File: src/rtl/spi_slave_rx.sv
// spi_slave_rx
//   Receive end of a 3-wire SPI link (SEN active low, SCLK, SDATA). The serial
//   inputs are oversampled with the system clock. DATA_W-bit words are
//   deserialised MSB first and pushed into a first-word-fall-through FIFO,
//   which the local logic drains.
//
//   Optional feature macro: SPI_RX_FRAME_ERR_EN
//     defined   : SEN rising with a partial word sets the sticky frame_err flag.
//     undefined : frame_err is tied to 0. The partial word is dropped silently.
//
// Ports
//   clock       system clock, rising edge
//   reset       asynchronous, active-high reset
//   SEN         serial enable, active low (asynchronous to clock)
//   SCLK        serial clock (asynchronous to clock)
//   SDATA       serial data, sampled on the SCLK rising edge
//   fifo_rden   pop the head word; ignored while data_empty=1
//   data_out    FIFO head word; 0 while the FIFO is empty
//   data_full   FIFO holds FIFO_DEPTH words
//   data_empty  FIFO holds no words
//   busy        frame in progress
//   overflow    sticky: a word was dropped because the FIFO was full
//   frame_err   sticky: SEN rose in the middle of a word
//   clr_status  synchronous clear of overflow and frame_err
module spi_slave_rx #(
  parameter int DATA_W     = 24,
  parameter int FIFO_DEPTH = 8,
  parameter int FIFO_AW    = 3
) (
  input  logic              clock,
  input  logic              reset,
  input  logic              SEN,
  input  logic              SCLK,
  input  logic              SDATA,
  input  logic              fifo_rden,
  output logic [DATA_W-1:0] data_out,
  output logic              data_full,
  output logic              data_empty,
  output logic              busy,
  output logic              overflow,
  output logic              frame_err,
  input  logic              clr_status
);

  localparam int CNT_W = $clog2(DATA_W);
  localparam logic [CNT_W-1:0] LAST_BIT = CNT_W'(DATA_W - 1);

  typedef enum logic {IDLE, SHIFT} state_t;

  // Stage p0/p1: two-flop synchronisers. Stage p2: previous value, used for edge detection.
  // The SEN flops reset to 0. As a result, a SEN held low across reset
  // release never looks like a falling edge, and the receiver arms only
  // after it has seen SEN high.
  logic sen_p0, sen_p1, sen_p2;
  logic sclk_p0, sclk_p1, sclk_p2;
  logic sdata_p0, sdata_p1;

  always_ff @(posedge clock or posedge reset) begin
    if (reset) begin
      sen_p0  <= 1'b0;
      sen_p1  <= 1'b0;
      sen_p2  <= 1'b0;
      sclk_p0 <= 1'b0;
      sclk_p1 <= 1'b0;
      sclk_p2 <= 1'b0;
    end else begin
      sen_p0  <= SEN;
      sen_p1  <= sen_p0;
      sen_p2  <= sen_p1;
      sclk_p0 <= SCLK;
      sclk_p1 <= sclk_p0;
      sclk_p2 <= sclk_p1;
    end
  end

  // sdata_p1 has the same latency as sclk_p1, so it is sampled aligned with the detected rise.
  always_ff @(posedge clock) begin
    sdata_p0 <= SDATA;
    sdata_p1 <= sdata_p0;
  end

  logic sclk_rise, sen_fall, sen_rise;
  assign sclk_rise = sclk_p1 & ~sclk_p2;
  assign sen_fall  = sen_p2 & ~sen_p1;
  assign sen_rise  = sen_p1 & ~sen_p2;

  // Stage p3: deserialiser FSM. vld_p3 flags a complete word in shreg for one cycle.
  state_t            state;
  logic [CNT_W-1:0]  bit_cnt;
  logic [DATA_W-1:0] shreg;
  logic              vld_p3;

  always_ff @(posedge clock or posedge reset) begin
    if (reset) begin
      state   <= IDLE;
      busy    <= 1'b0;
      bit_cnt <= '0;
      shreg   <= '0;
      vld_p3  <= 1'b0;
    end else begin
      vld_p3 <= 1'b0;
      case (state)
        IDLE: begin
          bit_cnt <= '0;
          if (sen_fall) begin
            state <= SHIFT;
            busy  <= 1'b1;
          end
        end
        SHIFT: begin
          if (sen_rise) begin
            // Any partial word is abandoned. The bits left in shreg are
            // never pushed, because vld_p3 is only raised on a full count.
            state   <= IDLE;
            busy    <= 1'b0;
            bit_cnt <= '0;
          end else if (sclk_rise) begin
            shreg <= {shreg[DATA_W-2:0], sdata_p1};
            if (bit_cnt == LAST_BIT) begin
              bit_cnt <= '0;
              vld_p3  <= 1'b1;
            end else begin
              bit_cnt <= bit_cnt + CNT_W'(1);
            end
          end
        end
        default: begin
          state <= IDLE;
          busy  <= 1'b0;
        end
      endcase
    end
  end

  // Stage p4: FIFO write. shreg holds steady for at least two cycles after
  // the last rise, so it can serve directly as the write data.
  logic [FIFO_AW:0]  wr_ptr, rd_ptr;
  logic [DATA_W-1:0] mem [FIFO_DEPTH];
  logic              do_pop, do_push;

  assign data_empty = (wr_ptr == rd_ptr);
  assign data_full  = (wr_ptr[FIFO_AW] != rd_ptr[FIFO_AW]) &&
                      (wr_ptr[FIFO_AW-1:0] == rd_ptr[FIFO_AW-1:0]);
  assign do_pop     = fifo_rden & ~data_empty;
  // A pop in the same cycle frees a slot, so a push into a full FIFO is still accepted.
  assign do_push    = vld_p3 & (~data_full | do_pop);

  always_ff @(posedge clock or posedge reset) begin
    if (reset) begin
      wr_ptr <= '0;
      rd_ptr <= '0;
    end else begin
      if (do_push) wr_ptr <= wr_ptr + 1'b1;
      if (do_pop)  rd_ptr <= rd_ptr + 1'b1;
    end
  end

  always_ff @(posedge clock) begin
    if (do_push) mem[wr_ptr[FIFO_AW-1:0]] <= shreg;
  end

  // Gating on data_empty keeps data_out at 0 after reset, because mem itself is not cleared.
  assign data_out = data_empty ? '0 : mem[rd_ptr[FIFO_AW-1:0]];

  // A set event wins over clr_status in the same cycle.
  always_ff @(posedge clock or posedge reset) begin
    if (reset)                              overflow <= 1'b0;
    else if (vld_p3 & data_full & ~do_pop)  overflow <= 1'b1;
    else if (clr_status)                    overflow <= 1'b0;
  end

`ifdef SPI_RX_FRAME_ERR_EN
  logic frame_set;
  assign frame_set = (state == SHIFT) & sen_rise & (bit_cnt != '0);

  always_ff @(posedge clock or posedge reset) begin
    if (reset)           frame_err <= 1'b0;
    else if (frame_set)  frame_err <= 1'b1;
    else if (clr_status) frame_err <= 1'b0;
  end
`else
  assign frame_err = 1'b0;
`endif

endmodule

File: config.mk
export PLATFORM = sky130hd
export DESIGN_NAME = spi_slave_rx
export DESIGN_NICKNAME = d
export VERILOG_FILES = /design/src/rtl/spi_slave_rx.sv
export SDC_FILE = /design/constraint.sdc
export NUM_CORES = 1
export LEC_CHECK = 0
export CAP_MARGIN = 25
export CORE_ASPECT_RATIO = 1.75
export CORE_UTILIZATION = 40
export CTS_CLUSTER_SIZE = 24
export DETAILED_ROUTE_END_ITERATION = 7
export GPL_TIMING_DRIVEN = 0
export PLACE_DENSITY_LB_ADDON = 0.08
export SLEW_MARGIN = 20
export SYNTH_ARGS = -nofsm -noshare
export SYNTH_HDL_FRONTEND = slang
export SYNTH_SLANG_ARGS = --single-unit
File: constraint.sdc
create_clock -name clock -period 4.86 [get_ports clock]
set_clock_uncertainty 0.2 [all_clocks]
set_input_delay 0.486 -clock clock [delete_from_list [all_inputs] [get_ports clock]]
set_output_delay 0.486 -clock clock [all_outputs]
set_load 0.01 [all_outputs]
Yosys cells after proc, flatten, opt, wreduce, memory -nomap -nowiden
Memory sizes are Yosys's and may differ from the RTL's.
Cells that the tools add are included.
Operators by class
  mux-type cells: 19
  reductions and logical operators: 4
  add/subtract/negate cells: 3
  bitwise operators: 16
  equal/unequal tests: 7
Operators with widths (count)
  $mux 24: 1
  $mux 5: 3
  $mux 1: 12
  $pmux 5 s2: 1
  $add 4x1->4 const B: 2
  $not 1->1: 8
  $and 1x1->1: 7
  $add 5x1->5 const B: 1
  $eq 5x5->1 const B: 1
  $eq 4x4->1: 1
  $ne 2x2->1 const B: 2
  $pmux 1 s2: 2
  $eq 3x3->1: 1
  $ne 3x3->1 const B: 1
  $reduce_and 3->1: 1
  $reduce_and 2->1: 1
  $reduce_bool 2->1: 1
  $logic_and 1x1->1: 1
  $ne 1x1->1: 1
  $or 1x1->1: 1
Word-level totals
  word-level logic and storage cells: 66
  memories: 1
  register bits: 49
  memory bits (writable): 192
Memory list
  mem: words 8, width 24, rd ports 1, clocked after Yosys merged registers in 0, write ports 1, RTL line 138  | logic [DATA_W-1:0] mem [FIFO_DEPTH];

Longest topological paths before layout
Gate-level depths: netlist (run 1).
  word-level depth: 7
  depth in mapped cells: 6

Least setup slack after synthesis (run 1)
Ideal clock, no wire load.
  path type: input-to-reg
  start: input fifo_rden
  end: memory mem[3][0], enable pin
  stages on the path: 3
  arrival time: 3.547 ns
  slack: 0.638 ns
  buffers on the path: 1
  path through: buf_1 nor3_2 nor4b_1
On the way
  longest elaborated chain between the ends: 5
Ends and longest elaborated chain
  start, declared: RTL line 35  | input logic fifo_rden,
  $and 1x1->1: RTL line 144  | assign do_pop = fifo_rden & ~data_empty;
  $or 1x1->1: RTL line 146  | assign do_push = vld_p3 & (~data_full | do_pop);
  $and 1x1->1: RTL line 146
  $mux 1: RTL line 159  | if (do_push) mem[wr_ptr[FIFO_AW-1:0]] <= shreg;
  $mux 1 (not written as such): RTL line 159
  end, declared: RTL line 138
Every way passes these cells.

Worst setup path after layout (run 1)
  start: register rd_ptr[1]
  end: output data_out[2]
On the way
  longest elaborated chain between the ends: 2
  elaborated cells between the ends (all ways): 3
Ends and longest elaborated chain
  start, declared: RTL line 137  | logic [FIFO_AW:0] wr_ptr, rd_ptr;
  start signal, assigned: RTL line 154  | if (do_pop) rd_ptr <= rd_ptr + 1'b1;
  $mem_v2 8x24 or $eq 4x4->1 (tied branches)
  $mux 24 *: RTL line 163  | assign data_out = data_empty ? '0 : mem[rd_ptr[FIFO_AW-1:0]];
  end, declared: RTL line 36  | output logic [DATA_W-1:0] data_out,
Mark *: on every way between the ends. The rest lies on a longest branch, timed or not.

==> qor.json, run 1 <==
{
  "clkPwrFrac_pct": 30.6,
  "timing.critical_path.to_type": "output pin",
  "max-clock-path-buffers": 3,
  "synthesis.nets": 476,
  "syn-cell-area_um2": 9340,
  "drt_pre_antenna_iters": 4,
  "area.sequential_um2": 6980,
  "routed_via_density": 5.14,
  "main_combinational_cell_family_by_area_after_synthesis": "multiplexers",
  "fill_cells": 1957,
  "worstPathCellList": "clkbuf_2, clkbuf_1, mux4_2, mux2i_1, nor2_1, clkdlybuf4s50_1",
  "inserted_clock_buffers": 22,
  "antenna-diode-count": 0,
  "finish.net_count": 564,
  "final_design_area_no_fill_um2": 11100,
  "route.antenna.remaining_nets": 0,
  "worstPathRequired_ns": 4.17,
  "rr_endpoint": "mem[5][18]",
  "rr_startpoint": "wr_ptr[1]",
  "globalRouteTotalUtil_pct": 16.3,
  "route.detailed.wl_per_inst_um": 21.5,
  "gp_congestion": 0.666,
  "peakVddDrop_v": 0.000260,
  "route.detailed.drc": 0,
  "grt_start_max_net_pins": 32,
  "yosysUniqueCellTypes": 44,
  "largest_incremental_delay_on_the_critical_path_ns": 0.64,
  "tritoncts_num_sinks": 241,
  "yosys_warnings": 0,
  "core.rowCount": 73,
  "starting_density_of_the_core_pct": 40.9,
  "swShare_pct": 27.0,
  "core-area_um2": 22800,
  "design.portCount": 36,
  "ctsResizeCount": 0,
  "finalCriticalPeriod_ns": 3.56,
  "synthesis.area_per_instance_um2": 20.0,
  "worstSetupStartpointType": "flop",
  "grt_remaining_overflow": 0,
  "internal-power_mw": 4.08,
  "setup_slack_ns": 1.30,
  "timing.final.max_slew_violations": 0,
  "syn-instance-count": 466,
  "criticalPathCategory": "flop to output pin",
  "routed_wirelength_um": 18700,
  "synth_compound_area_share_pct": 1.02,
  "worstPathMaxFanout": 10,
  "drt_first_iter_violations": 222,
  "layout-area-overhead-vs-synth_pct": 18.3,
  "postCtsSetupBuffers": 0,
  "placed_cells_incl_taps": 830,
  "clock_latency_ns": 0.50,
  "multi_input_area_um2": 2240,
  "crit_path_end": "data_out[2]",
  "unrepaired_setup_endpoints_after_global_routing": "false",
  "dieWidth_um": 118,
  "status": "finished clean",
  "cts_root_buf": "clkbuf_16",
  "share_seq_of_total_power_pct": 42.8,
  "slew_headroom_pct": 32.1,
  "report.final.hold_viol_count": 0,
  "ys_seq_elements": 241,
  "cts_tree": "built",
  "route.vias.total": 4473,
  "fin_tns_setup_ns": 0,
  "netSwitchingPower_mw": 1.51,
  "place.detailed.hpwl_um": 12700,
  "drv_cap": 0,
  "preCtsSetupSlack_ns": 1.76,
  "final_hold_slack_ns": 0.100,
  "timing.critical_path.from": "rd_ptr[1]",
  "number_of_global_route_vias_before_repair": 4831,
  "timing.critical_path.arrival_ns": 2.87,
  "power.combinational.fraction_pct": 26.7,
  "grt_pass1_wl_um": 28900,
  "antenna_found_initial": 0,
  "post_synth_xor_area_fraction_pct": 1.00,
  "max_freq_mhz": 281,
  "layout.cells.most_common_list": "edfxtp_1, mux4_2, dfrtp_1, clkdlybuf4s50_1, nor2_1",
  "setup_violation_total_in_the_final_timing_report": 0,
  "yosys.area_share.simple_pct": 3.51,
  "layout.cells.most_common": "edfxtp_1",
  "worst_setup_hold_path_clk_slew_ns": 0.06,
  "seq_area_frac_synth_pct": 74.7,
  "post_synth_fa_ha_maj_area_fraction_pct": 0.509,
  "layout-drive-gt1-share_pct": 29.5,
  "critical-path-slowest-cell": "clkbuf_1",
  "deepest_level_of_the_cts_h_tree": 1,
  "floorplan.die.height_um": 204,
  "tightestPinTransition_ns": 1.02,
  "area_of_the_die_um2": 24000,
  "place.port_buffers": 33,
  "r2r_setup_slack_ns": 2.10,
  "yosys-mux-area-fraction_pct": 17.4,
  "p_leak_nw": 4.00,
  "placement.cell_area_um2": 10300,
  "power-per-cell-area_nw_per_um2": 506,
  "post_cts_hold_buffer_count": 0,
  "hold_path_class": "input pin to async pin",
  "ff2ff_path_depth": 7,
  "final_min_period_over_clock_period_pct": 73.2,
  "final-instance-count-excl-fill": 870
}
-- how the worst min path moves through the flow --
stage,startpoint,end
after global routing,reset,shreg[17]
after detailed placement,sdata_p0,sdata_p1
after CTS,reset,sen_p1
final,reset,shreg[16]
after global placement,sdata_p0,sdata_p1
after floorplan,sdata_p0,sdata_p1
-- layout make-up --
cell class	instances	area share (%)
buffer	26	1.30
clock buffer	32	5.59
clock inverter	8	0.883
inverter	5	0.170
multi-input combinational	194	20.3
sequential	241	63.2
tap	300	3.40
timing repair buffer	64	5.20
-- synth_stat cells, drive strengths merged --
library cell | count | share of area (%)
nor3 | 5 | 0.32
dfrtp | 47 | 13
mux2 | 26 | 3.2
nand3 | 3 | 0.21
nor4 | 3 | 0.20
nor2 | 32 | 1.3
dfxtp | 2 | 0.43
inv | 5 | 0.20
a21oi | 4 | 0.21
o311ai | 3 | 0.28
clkbuf | 7 | 0.31
mux4 | 48 | 12
ha | 3 | 0.40
nor4b | 1 | 0.094
maj3 | 1 | 0.11
edfxtp | 192 | 62
conb | 1 | 0.040
or2 | 1 | 0.067
o21ai | 4 | 0.21
buf | 19 | 1.2
xnor2 | 7 | 0.82
o31ai | 2 | 0.21
nor2b | 2 | 0.13
mux2i | 25 | 2.7
and4 | 1 | 0.094
nand2b | 3 | 0.28
or4 | 1 | 0.080
nand4 | 3 | 0.20
a22o | 1 | 0.094
or3b | 1 | 0.094
nand2 | 11 | 0.44
xor2 | 2 | 0.19
-- power groups by stage --
stage,registers (mW),logic [mW],clock network [mW]
3_3_place_gp,2.43,1.51,0
3_5_place_dp,2.43,1.53,0
5_1_grt,2.40,1.62,1.81
2_1_floorplan,2.41,0.949,0
6_report,2.39,1.49,1.71
4_1_cts,2.39,1.53,1.75
-- stage by stage --
stage               power, mW  utilization, %
floorplan                3.36               -
global placement         3.94            44.0
detailed placement       3.96            45.3
CTS                      5.68            48.4
global route             5.83            48.4
finish                   5.59            48.4
-- metal layers --
metal | part of all wire, % | GRT usage (%)
met3 | 3.0 | 1.98
met2 | 54 | 29.7
met5 | 0 | 0
met1 | 41 | 20.3
met4 | 2.0 | 4.67
-- registers in the layout, summed over array words and instances, names as in the netlist, 4 cells and up --
signal,cells
wr_ptr,4
rd_ptr,4
mem,192
shreg,24
bit_cnt,5
-- kinds of logic (layout without fill, tap and decap cells) --
family,after synthesis,in the layout
DFF,241,241
muxes,99,99
and+or+nand+nor,67,67
buffers and inverters,31,135
AOI/OAI and AO/OA,14,14
xor gates and xnor gates,9,9
adders and majority gates,4,4
other,1,1
-- worst max-delay path: cells and delay by family (launching register included) --
kind	cells	cell delay [ns]
buffers and inverters	3	1.31
muxes	2	0.64
DFF	1	0.35
and+or+nand+nor	1	0.07
(Power assumes the default switching activity.)
==> inputs of run 2 (changes only) <==
==> constraint.sdc (replaced) <==
create_clock -name clock -period 3.2 [get_ports clock]
set_clock_uncertainty 0.2 [all_clocks]
set_input_delay 0.32 -clock clock [delete_from_list [all_inputs] [get_ports clock]]
set_output_delay 0.32 -clock clock [all_outputs]
set_load 0.01 [all_outputs]
==> qor.json, run 2 (synthesis gave the netlist of run 1 again) <==
{
  "gp_congestion": 0.659,
  "worst_setup_hold_path_clk_slew_ns": 0.07,
  "tritoncts_num_sinks": 241,
  "number_of_global_route_vias_before_repair": 4827,
  "final_design_area_no_fill_um2": 11100,
  "p_leak_nw": 4.01,
  "core-area_um2": 22800,
  "core.rowCount": 73,
  "tightestPinTransition_ns": 0.930,
  "route.detailed.drc": 0,
  "route.antenna.remaining_nets": 0,
  "finish.net_count": 564,
  "clock_latency_ns": 0.50,
  "status": "finished clean",
  "report.final.hold_viol_count": 0,
  "layout-area-overhead-vs-synth_pct": 18.9,
  "layout-drive-gt1-share_pct": 31.3,
  "slew_headroom_pct": 37.6,
  "antenna_found_initial": 0,
  "drv_cap": 0,
  "design.portCount": 36,
  "inserted_clock_buffers": 21,
  "route.detailed.wl_per_inst_um": 21.3,
  "globalRouteTotalUtil_pct": 16.1,
  "worstPathMaxFanout": 10,
  "final_min_period_over_clock_period_pct": 96.6,
  "floorplan.die.height_um": 204,
  "antenna-diode-count": 0,
  "unrepaired_setup_endpoints_after_global_routing": "true",
  "grt_start_max_net_pins": 33,
  "timing.critical_path.arrival_ns": 2.57,
  "criticalPathCategory": "flop to output pin",
  "hold_path_class": "input pin to flop",
  "area_of_the_die_um2": 24000,
  "routed_wirelength_um": 18500,
  "drt_pre_antenna_iters": 4,
  "placement.cell_area_um2": 10400,
  "starting_density_of_the_core_pct": 40.9,
  "power-per-cell-area_nw_per_um2": 751,
  "deepest_level_of_the_cts_h_tree": 1,
  "route.vias.total": 4453,
  "peakVddDrop_v": 0.000384,
  "grt_pass1_wl_um": 28900,
  "max-clock-path-buffers": 3,
  "timing.final.max_slew_violations": 0,
  "final-instance-count-excl-fill": 869,
  "worstPathRequired_ns": 2.68,
  "cts_root_buf": "clkbuf_16",
  "grt_remaining_overflow": 0,
  "drt_first_iter_violations": 226,
  "timing.critical_path.to_type": "output pin",
  "finalCoreUtilization_pct": 48.7,
  "finalCriticalPeriod_ns": 3.09,
  "worstSetupStartpointType": "flop",
  "setup_violation_total_in_the_final_timing_report": 0,
  "cts_tree": "built",
  "place.port_buffers": 33,
  "place.detailed.hpwl_um": 12900,
  "max_freq_mhz": 324,
  "layout.cells.most_common": "edfxtp_1",
  "layout.cells.most_common_list": "edfxtp_1, mux4_2, dfrtp_1, clkdlybuf4s50_1, nor2_1",
  "largest_reg_flops": 192,
  "dieWidth_um": 118,
  "placed_cells_incl_taps": 830,
  "fill_cells": 1995,
  "routed_via_density": 5.12
}
run 2: critical path, cell delays in order (launching register included):
cell and delay, ns:
dfrtp_1 0.36, clkbuf_2 0.20, buf_2 0.37, mux4_2 0.37
mux2i_1 0.23, nor2_1 0.06, clkdlybuf4s50_1 0.48
run 2: timing repair:
action                     in CTS  in global routing
hold endpoints to repair       15                  0
gates cloned                    0                  0
gates resized for setup        22                 14
pin swaps                       0                  0
setup endpoints to repair      25                 22
buffers inserted                0                  0
hold buffers                    1                  0
run 2: per-stage QoR:
step	power, mW	setup WS [ns]	TNS (ns)	hold WS, ns
after global placement	5.98	-3.67	-431.12	0.114
after floorplan	5.10	-0.762	-57.59	0.110
after detailed placement	6.02	0.210	0	0.118
after global routing	8.73	-0.0205	-0.0700	0.0581
final	8.34	0.109	0	0.0712
after CTS	8.45	-0.00315	-0.00533	0.0535
run 2: cell type report:
type | instances | area, um^2 | share of cell area [%]
flip-flops and latches | 241 | 6980 | 62.8
multi-input cells | 194 | 2290 | 20.6
repair buffers | 65 | 603 | 5.43
clock buffers | 32 | 587 | 5.28
well taps | 300 | 375 | 3.38
plain buffers | 26 | 221 | 1.99
clock inverters | 6 | 36.3 | 0.327
inverters | 5 | 18.8 | 0.169
run 2: path summary, 6_finish.rpt:
path                                 from            to  slack, ns  depth (start not counted)
worst min-delay path                  SEN        sen_p0       0.07                          1
worst max-delay path            rd_ptr[1]  data_out[20]       0.11                          6
worst min register to register   sdata_p0      sdata_p1       0.13                          0
worst max register to register  wr_ptr[1]     mem[6][8]       0.29                          7
max in group asynchronous           reset     shreg[23]       1.79                          4
min in group asynchronous           reset     shreg[11]       0.49                          3
run 2: per-layer routing:
layer | vias to the layer above | global-route usage (%) | routed length [um]
li1 | 2023 | - | -
met1 | 2334 | 19.5 | 7290
met2 | 73 | 30.3 | 10400
met3 | 23 | 1.81 | 493
met4 | 0 | 4.35 | 334
met5 | - | 0 | 0
run 2: report_power, final:
part	internal, mW	total, mW	switching, mW
Sequential	3.52	3.64	0.121
Combinational	1.28	2.36	1.09
Clock	1.27	2.34	1.07
Total	6.07	8.34	2.27
==> variant 1 (flow settings as in run 2) <==
`DATA_W`: 24 -> 12.
--- a/src/rtl/spi_slave_rx.sv
+++ b/src/rtl/spi_slave_rx.sv
@@ -23,7 +23,7 @@
 //   frame_err   sticky: SEN rose in the middle of a word
 //   clr_status  synchronous clear of overflow and frame_err
 module spi_slave_rx #(
-  parameter int DATA_W     = 24,
+  parameter int DATA_W     = 12,
   parameter int FIFO_DEPTH = 8,
   parameter int FIFO_AW    = 3
 ) (
Ports: changed (resized data_out); port bits go from 36 to 24. No check against the original RTL was run, so the function may have changed too.
==> variant 1 against run 2 <==
Sequential power down 42%. Setup slack improved by 33 ps. Cell area down 42%. Area after synthesis fell by 44%. Largest cell class unchanged. Power down 36%. Final cell count is 40% lower. Routed wire length down 44%. Sequential cell count decreased by 109.
==> variant 1: results (changes against run 2) <==
layout:
  num-nets-final: 348  # was 564
  fillers: 1099  # was 1,995
  largest_register_ffs: 96  # was 192
  drive_gt1_frac: 0.325  # was 0.313
  n_antenna_cell: 0  # unchanged
  syn_to_final_growth_pct: 22.8  # was 18.9%
worst_setup_path:
  slowest_stage: "clkdlybuf4s50_1"  # unchanged
  crit_path_max_fanout: 10  # unchanged
  worstPathArrival_ps: 2540  # was 2570 ps
  max_stage_delay_ps: 580  # was 480 ps
cts:
  clk_pin_slew_ps: 60
  cts_buffers: 17  # was 21
  root_buffer: "clkbuf_16"  # unchanged
  clock_path_buffers: 2  # was 3
  clkLatencyLatePin_ps: 410  # was 500 ps
  cts_setup_buffers: 0  # unchanged
  htreeDepth: 4  # was 1
synth:
  synth_mux_area_frac: 0.156  # was 0.174
  ys_top_cells_by_count: "96 x edfxtp_1, 34 x dfrtp_1, 24 x mux4_2, 19 x nor2_1, 13 x mux2_2"  # was 192 x edfxtp_1, 48 x mux4_2, 47 x dfrtp_1, 32 x nor2_1, 25 x mux2i_1
  synth_compound_area_frac: 0.0234  # was 0.0102
  yosys.area_share.adder: 0.00907  # was 0.00509
  synth.distinct_cells: 44  # unchanged
  synth-edff-count: 96  # was 192
  synth_xor_area_frac: 0.0208  # was 0.0100
  yosysTopAreaCellShare: 0.550  # was 0.617
  ys_warn_count: 0  # unchanged
  synth.top_cells.by_area: "edfxtp_1 55%, dfrtp_1 16%, mux4_2 10%"  # was edfxtp_1 62%, dfrtp_1 13%, mux4_2 12%
  async_reset_ff_frac: 0.258  # was 0.195
  ys_seq_area_frac: 0.720  # was 0.747
  synth_nets: 293  # was 476
timing:
  slew_headroom: 0.435  # was 0.376
detailed_routing:
  vias: 2631  # was 4,453
  drt-total-wl_um: 10400  # was 18,500 um
  initialDrtViolationCount: 124  # was 226
  dr.pass1.iters: 4  # unchanged
global_routing:
  antenna_found_initial: 0  # unchanged
  grt_pass1_wl_um: 16700  # was 28,900 um
  grt_max_degree: 31  # was 33
  grt_pass1_vias: 2908  # was 4,827
  track_usage: 0.176  # was 0.161
placement:
  pre_cts_ws_ps: 297  # was 210 ps
  gp_congestion: 0.654  # was 0.659
  port_buffers: 21  # was 33
  dp_hpwl_um: 7120  # was 12,900 um
pwr:
  power_leakage_nw: 2.40  # was 4.01 nW
  vdd_drop_max_mv: 0.407  # was 0.384 mV
hold_path:
  min_path_type: "reg2reg"  # was in2reg
outcome:
  status: "finished clean"  # unchanged
==> variant 1: cell types whose count changed in the layout (fill, tap and decap cells not counted), sizes merged, moves of 18 or more <==
cell	run 2	this run
buf	49	27
clkbuf	39	21
edfxtp	192	96
mux4	48	24
==> variant 1: layout make-up <==
| class | instances | area [um^2] | area share |
|---|---|---|---|
| sequential | 132 | 3770 | 0.586 |
| multi-input combinational | 129 | 1410 | 0.218 |
| clock buffer | 19 | 433 | 0.0673 |
| timing repair buffer | 36 | 320 | 0.0498 |
| tap | 171 | 214 | 0.0332 |
| clock inverter | 13 | 160 | 0.0249 |
| buffer | 16 | 106 | 0.0165 |
| inverter | 6 | 22.5 | 0.00350 |
==> variant 1: critical path: cells and delay by family, from the launching register on <==
kind | cells | cell delay, ps
XOR/XNOR | 1 | 150
buffers and inverters | 4 | 1160
AND/OR/NAND/NOR | 2 | 430
flip-flops | 1 | 390
==> variant 1: final timing paths <==
path	cells past startpoint	endpoint	slack (ps)	from
setup / recovery	7	data_out[2]	140	wr_ptr[0]
hold / removal	0	sdata_p1	130	sdata_p0
setup reg to reg	7	mem[3][10]	560	wr_ptr[0]
hold reg to reg	0	sdata_p1	130	sdata_p0
max in group asynchronous	4	rd_ptr[1]	1930	reset
min in group asynchronous	3	sen_p2	470	reset
==> variant 1: metal layers <==
layer,part of all wire,global-route usage,up-vias
li1,-,-,1213
met3,0.019,0.0394,5
met1,0.41,0.211,1383
met4,0.0084,0.0599,0
met5,0,0,-
met2,0.57,0.306,30
==> variant 1: through the flow <==
stage               utilization  std cells  instance area [um^2]
finish                    0.500        522                  6430
global route              0.500        522                  6430
detailed placement        0.451        489                  5810
CTS                       0.499        522                  6420
floorplan                     -        283                  5240
global placement          0.440        475                  5670
==> variant 1: repair_timing <==
item | 4_1_cts | 5_1_grt
pin swaps | 0 | 0
endpoints found under the setup margin | 12 | 1
hold buffers | 1 | 0
resized for setup | 5 | 1
hold endpoints to repair | 4 | 0
==> variant 1: cells by family after synthesis <==
family,Yosys count
other,1
xor gates and xnor gates,9
DFF,132
buffers and inverters,22
muxes,50
and+or+nand+nor,49
AOI/OAI and AO/OA,16
adders and majority gates,4
==> variant 1: power breakdown <==
part	switching, mW	leakage, nW	internal (mW)	total, mW
combinational	0.619	0.777	0.713	1.33
clock	0.701	0.287	1.22	1.92
sequential	0.126	1.33	1.99	2.12
total	1.45	2.40	3.93	5.37
==> variant 2 (flow settings as in run 2) <==
Made on the original files. One comparison of `bit_cnt` changes from == to >=.
--- a/src/rtl/spi_slave_rx.sv
+++ b/src/rtl/spi_slave_rx.sv
@@ -116,7 +116,7 @@
             bit_cnt <= '0;
           end else if (sclk_rise) begin
             shreg <= {shreg[DATA_W-2:0], sdata_p1};
-            if (bit_cnt == LAST_BIT) begin
+            if (bit_cnt >= LAST_BIT) begin
               bit_cnt <= '0;
               vld_p3  <= 1'b1;
             end else begin
Behaviour: same outputs for any inputs over 10 cycles, from zero or initial values and one cycle with reset high; that may be too few to reach the edited logic, so the function may still have changed.
==> variant 2 against run 2 <==
Power increased by 1.3%. Cell area rose by 0.23%. Combinational power is 8.5% lower. Setup slack worse by 38 ps. Critical path depth is the same. Clock power up 14%. Sequential cell count stayed put. Area after synthesis barely moved. Routed wire length fell by 0.21%.
==> variant 2: results (changes against run 2) <==
outcome:
  status: "finished clean"  # unchanged
placement:
  dp_hpwl_um: 12300  # was 12,900 um
  pre_cts_ws_ps: 239  # was 210 ps
  placed_area_mm2: 0.0103  # was 0.0104 mm^2
  gp_congestion: 0.664  # was 0.659
synth:
  synth.top_cells.by_area: "edfxtp_1 62%, dfrtp_1 13%, mux4_2 12%"  # unchanged
  synth_nets: 479  # was 476
  ys_seq_area_frac: 0.748  # was 0.747
  ys_top_cells_by_count: "192 x edfxtp_1, 48 x mux4_2, 47 x dfrtp_1, 35 x nor2_1, 25 x mux2_2"  # was 192 x edfxtp_1, 48 x mux4_2, 47 x dfrtp_1, 32 x nor2_1, 25 x mux2i_1
  synth.avg_cell_area_um2: 19.9  # was 20.0 um^2
worst_setup_path:
  max_stage_delay_ps: 540  # was 480 ps
  r2r-end: "mem[5][17]"  # was mem[6][8]
  regToRegSetupSlack_ps: 410  # was 290 ps
  slowest_stage: "mux4_2"  # was clkdlybuf4s50_1
  timing.rr.start: "wr_ptr[0]"  # was wr_ptr[1]
detailed_routing:
  wl_per_cell_um: 21.5  # was 21.3 um
  initialDrtViolationCount: 230  # was 226
pwr:
  internal_power_mw: 6.21  # was 6.07 mW
  power_leakage_nw: 3.97  # was 4.01 nW
global_routing:
  track_usage: 0.161  # about the same
  use_met1: 0.198  # was 0.195
cts:
  ctsResizeCount: 18  # was 22
  cts_buffers: 22  # was 21
hold_path:
  hp-start: "SCLK"  # was SEN
layout:
  layoutNonFillerInstCount: 859  # was 869
variant 2: how the worst max path moves through the flow:
stage | to | cells after the start | slack [ps]
2_1_floorplan | mem[5][0] | 5 | -80
3_3_place_gp | mem[6][17] | 5 | -2140
3_5_place_dp | data_out[18] | 6 | 240
4_1_cts | data_out[18] | 6 | 20
5_1_grt | data_out[22] | 6 | -50
6_report | data_out[4] | 6 | 70
variant 2: power by group through the flow:
stage	clock, mW	sequential, mW	combinational, mW
after floorplan	0	3.66	1.34
after global placement	0	3.69	2.14
after detailed placement	0	3.70	2.17
after CTS	2.73	3.63	2.21
after global routing	2.85	3.65	2.33
final	2.66	3.63	2.16
variant 2: layout make-up:
cell class | instances | area (um^2) | share of cell area
Buffer | 25 | 173 | 0.0155
Clock buffer | 33 | 687 | 0.0617
Clock inverter | 7 | 63.8 | 0.00573
Inverter | 8 | 30.0 | 0.00270
Multi-Input combinational cell | 195 | 2270 | 0.204
Sequential cell | 241 | 6980 | 0.627
Tap cell | 300 | 375 | 0.0337
Timing Repair Buffer | 50 | 557 | 0.0500
variant 2: cells by family (layout without fill, tap and decap cells):
group                    Yosys count  after routing  synth area share
XOR/XNOR                           9              9           0.00925
AO/OA/AOI/OAI                     21             21            0.0173
buffers and inverters             33            123            0.0161
other                              1              1          0.000402
adder cells (fa/ha/maj)            4              4           0.00509
flip-flops                       241            241             0.748
multiplexers                      98             98             0.173
AND/OR/NAND/NOR                   62             62            0.0315
variant 2: critical path: cells and delay by family (launching register included):
kind | cells | cell delay, ps
buffers and inverters | 3 | 990
DFF | 1 | 350
muxes | 2 | 690
and+or+nand+nor | 1 | 70
variant 2: metal layers:
metal,vias to the layer above,wire length [um],share of wire
li1,2005,-,-
met1,2317,7520,0.41
met2,77,10000,0.54
met3,21,667,0.036
met4,0,254,0.014
met5,-,0,0
